===== config.mk =====
export PLATFORM = sky130hd
export DESIGN_NAME = burst_rep_arbiter
export DESIGN_NICKNAME = d
export VERILOG_FILES = /design/src/rtl/burst_rep_arbiter.sv
export SDC_FILE = /design/constraint.sdc
export NUM_CORES = 1
export LEC_CHECK = 0
export CAP_MARGIN = 10
export CELL_PAD_IN_SITES_DETAIL_PLACEMENT = 1
export CELL_PAD_IN_SITES_GLOBAL_PLACEMENT = 1
export CORE_UTILIZATION = 28
export DETAILED_ROUTE_END_ITERATION = 8
export PLACE_DENSITY = 0.73
export SLEW_MARGIN = 20
export SYNTH_ARGS = -nofsm -noshare
export SYNTH_HDL_FRONTEND = slang
export SYNTH_SLANG_ARGS = --single-unit

===== constraint.sdc =====
create_clock -name clk -period 1.22 [get_ports clk]
set_input_delay 0.244 -clock clk [delete_from_list [all_inputs] [get_ports clk]]
set_output_delay 0.244 -clock clk [all_outputs]
set_load 0.02 [all_outputs]

===== src/rtl/burst_rep_arbiter.sv =====
// Two-requester round-robin arbiter granting fixed BURST_LEN-beat bursts; grant registered on the sampling edge.
// No backpressure: req is only looked at in IDLE, a granted burst always runs to completion.
module burst_rep_arbiter #(
    parameter int BURST_LEN = 3,
    parameter int CW        = 4
) (
    input  logic          clk,
    input  logic          rst_n,
    input  logic [1:0]    req,
    output logic [1:0]    gnt,
    output logic          bvalid,
    output logic          last,
    output logic [CW-1:0] beat_cnt,
    output logic          busy
);

    typedef enum logic {
        IDLE  = 1'b0,
        BURST = 1'b1
    } state_t;

    localparam logic [CW-1:0] LAST_BEAT = CW'(BURST_LEN - 1);

    state_t        state_q, state_d;
    logic [CW-1:0] beat_q, beat_d;
    logic          owner_q, owner_d;
    logic          last_owner_q, last_owner_d;
    logic [1:0]    gnt_q, gnt_d;
    logic          bvalid_q, bvalid_d;
    logic          last_q, last_d;

    always_ff @(posedge clk or negedge rst_n) begin
        if (!rst_n) begin
            state_q      <= IDLE;
            beat_q       <= '0;
            owner_q      <= 1'b0;
            last_owner_q <= 1'b1;
            gnt_q        <= 2'b00;
            bvalid_q     <= 1'b0;
            last_q       <= 1'b0;
        end else begin
            state_q      <= state_d;
            beat_q       <= beat_d;
            owner_q      <= owner_d;
            last_owner_q <= last_owner_d;
            gnt_q        <= gnt_d;
            bvalid_q     <= bvalid_d;
            last_q       <= last_d;
        end
    end

    always_comb begin
        state_d      = state_q;
        beat_d       = beat_q;
        owner_d      = owner_q;
        last_owner_d = last_owner_q;
        case (state_q)
            IDLE: begin
                if (req != 2'b00) begin
                    state_d      = BURST;
                    beat_d       = '0;
                    // With both requesting, the one that did not win last time goes next.
                    owner_d      = (req == 2'b11) ? ~last_owner_q : req[1];
                    last_owner_d = owner_d;
                end
            end
            BURST: begin
                if (beat_q >= LAST_BEAT) begin
                    state_d = IDLE;
                    beat_d  = '0;
                end else begin
                    beat_d = beat_q + CW'(1);
                end
            end
            default: begin
                state_d = IDLE;
                beat_d  = '0;
            end
        endcase
    end

    // Outputs are computed from next state so they land in flops alongside it.
    always_comb begin
        gnt_d  = 2'b00;
        last_d = 1'b0;
        if (state_d == BURST) begin
            gnt_d[owner_d] = 1'b1;
            last_d         = (beat_d == LAST_BEAT);
        end
        bvalid_d = |gnt_d;
    end

    assign gnt      = gnt_q;
    assign bvalid   = bvalid_q;
    assign last     = last_q;
    assign beat_cnt = beat_q;
    assign busy     = (state_q == BURST);

endmodule


==> results.cfg <==
[clock_tree]
clk_latency_ns = 0.27
clock-sinks = 11
holdBufCountCts = 0
clock-root-buffer = clkbuf_4
htree_levels = 1
cts_buffer_depth = 2
cts_buffers = 3
clk_pin_slew_ns = 0.07
cts_tree = yes

[yosys]
synth-edff-count = 0
synth_cell_types = 17
yosys.area.top_type_share = 0.552
synth_flop_cell = dfrtp_1
syn_inst = 39
yosysTopAreaCell = dfrtp_1
syn_area_um2 = 453
ys_seq_elements = 11
synthesis.nets = 45
yosys-top-cells-area = dfrtp_1 55%, dfstp_2 5.8%, ha_1 5.5%, nand2_1 4.1%, a22o_4 3.9%
yosysWarningCount = 0
ys_seq_area_frac = 0.610
async_flop_share = 1.00
avgSynthCellArea_um2 = 11.6

[worst_setup_path]
arrival_ns = 1.47
crit_path_max_fanout = 4
criticalPathCategory = reg2reg
cp.required_ns = 1.42
endpoint_kind = register
startpoint_type = register

[route]
vias_per_cell = 4.75
postRouteAntennaNets = 0
firstDrtPassIters = 2
drc = 0
finalWirelength_mm = 1.40
wl_per_cell_um = 16.6
num_vias = 399
drt_iter0_drc = 1

[place]
place_ws_ns = -0.212
placed_area_um2 = 656
port_buffers = 12
post-place-cells = 75
dp.final_hpwl_um = 788
gp_congestion = 0.728

[finish]
mostFrequentLayoutCells = 10 x buf_4, 8 x dfrtp_1, 4 x nand2_1
nets = 75
area_growth_pct = 73.2
drive_gt1_frac = 0.529
stdcell_count = 84
mostFrequentLayoutCell = buf_4
final_area_um2 = 785
diodes = 0

[timing]
post-route-period-util = 1.05
worst_slew_pin_slew_ns = 0.228
fin_crit_ns = 1.28
setup_viol = 5
tns_ns = -0.170
finalWorstSetupSlack_ns = -0.0553
fmax_ghz = 0.784
hold_viol = 0
clock-skew-final_ns = 0.00101
whs_ns = 0.270
maxSlewViolCount = 0
slew_headroom = 0.848
rsz0062_at_grt = true

[power_and_ir_drop]
power.leakage_uw = 0.000369
p_per_area_mw_per_mm2 = 2480
comb_power_share = 0.558
p_int_uw = 1160
p_clk_frac = 0.132
p_sw_uw = 792
power_frac_seq = 0.309
max-vdd-ir-drop_mv = 1.05
switching_share = 0.407

[global_route]
grt-ovfl-total = 0
track_usage = 0.152
grt_pass1_vias = 393
grt_pass1_wl_mm = 1.82
grt_max_degree = 12
antenna_found_initial = 0

[floorplan]
start_util = 0.301
rows = 14
dieArea_mm2 = 0.00178
io_pins = 13
core_mm2 = 0.00151
fp.dieW_um = 42.2
die_h_um = 42.2

[run_status]
outcome = complete, but fails checks
failed_checks = negative setup slack

[min_path]
hp-class = in2async

[run]
cap_violations = 0
[cell type report]
| cell class | count | area [um^2] |
|---|---|---|
| multi-input cells | 24 | 231 |
| inverters | 4 | 17.5 |
| well taps | 16 | 20.0 |
| flip-flops and latches | 11 | 279 |
| clock buffers | 4 | 26.3 |
| repair buffers | 25 | 210 |
| fillers | 168 | 722 |
[power by group through the flow]
| stage | sequential [uW] | combinational (uW) | clock, uW |
|---|---|---|---|
| floorplan | 735 | 280 | 0 |
| global placement | 599 | 787 | 0 |
| detailed placement | 608 | 814 | 0 |
| CTS | 593 | 851 | 262 |
| global route | 618 | 1150 | 277 |
| finish | 603 | 1090 | 257 |
[layer usage]
layer	global-route usage	vias to the layer above	wire (um)
li1	-	187	-
met1	0.167	194	538
met2	0.246	12	764
met3	0.0302	6	34
met4	0.131	0	60
met5	0	-	0
[path summary, 6_finish.rpt]
kind                                  start      endpoint  slack (ns)  depth (start not counted)
min in group clk                    owner_q       owner_q        0.52                          1
max in group asynchronous             rst_n  last_owner_q        0.73                          2
worst max register to register  beat_cnt[1]        gnt[1]       -0.06                          5
worst max-delay path            beat_cnt[1]        gnt[1]       -0.06                          5
worst min-delay path                  rst_n   beat_cnt[3]        0.27                          2
worst min register to register      owner_q       owner_q        0.52                          1
[registers in the layout (all words and copies together) (netlist names)]
name,count
beat_cnt,4
busy,1
bvalid,1
gnt,2
last,1
last_owner_q,1
owner_q,1
[synth_stat cells, drive strengths merged, types with 2 or more instances]
cell type  instances
dfrtp             10
nand2              5
inv                4
nor2               3
o21ai              3
ha                 2
nor2b              2
[cells by family (layout without fill, tap and decap cells)]
kind of cell	Yosys count	after routing	share of synthesized area
buffers and inverters	4	33	0.0331
and+or+nand+nor	15	15	0.169
adders and majority gates	2	2	0.0552
DFF	11	11	0.611
muxes	1	1	0.0249
AOI/OAI and AO/OA	6	6	0.108
[critical path: stages, from the launching register on]
cell     delay (ns)
dfrtp_2        0.45
ha_2           0.20
nor2_4         0.13
a31oi_1        0.13
buf_4          0.18
nor2b_1        0.12
[per-stage QoR]
stage | utilization | power [uW]
after floorplan | - | 1010
after global placement | 0.435 | 1390
after detailed placement | 0.435 | 1420
after CTS | 0.475 | 1710
after global routing | 0.521 | 2050
final | 0.521 | 1950
[repair_timing]
action	CTS	global route
setup endpoints to repair	15	11
pin swaps	2	4
buffers inserted	3	2
gates resized for setup	19	21
hold endpoints to repair	0	0
No activity file was read; power rests on OpenSTA's default activity.
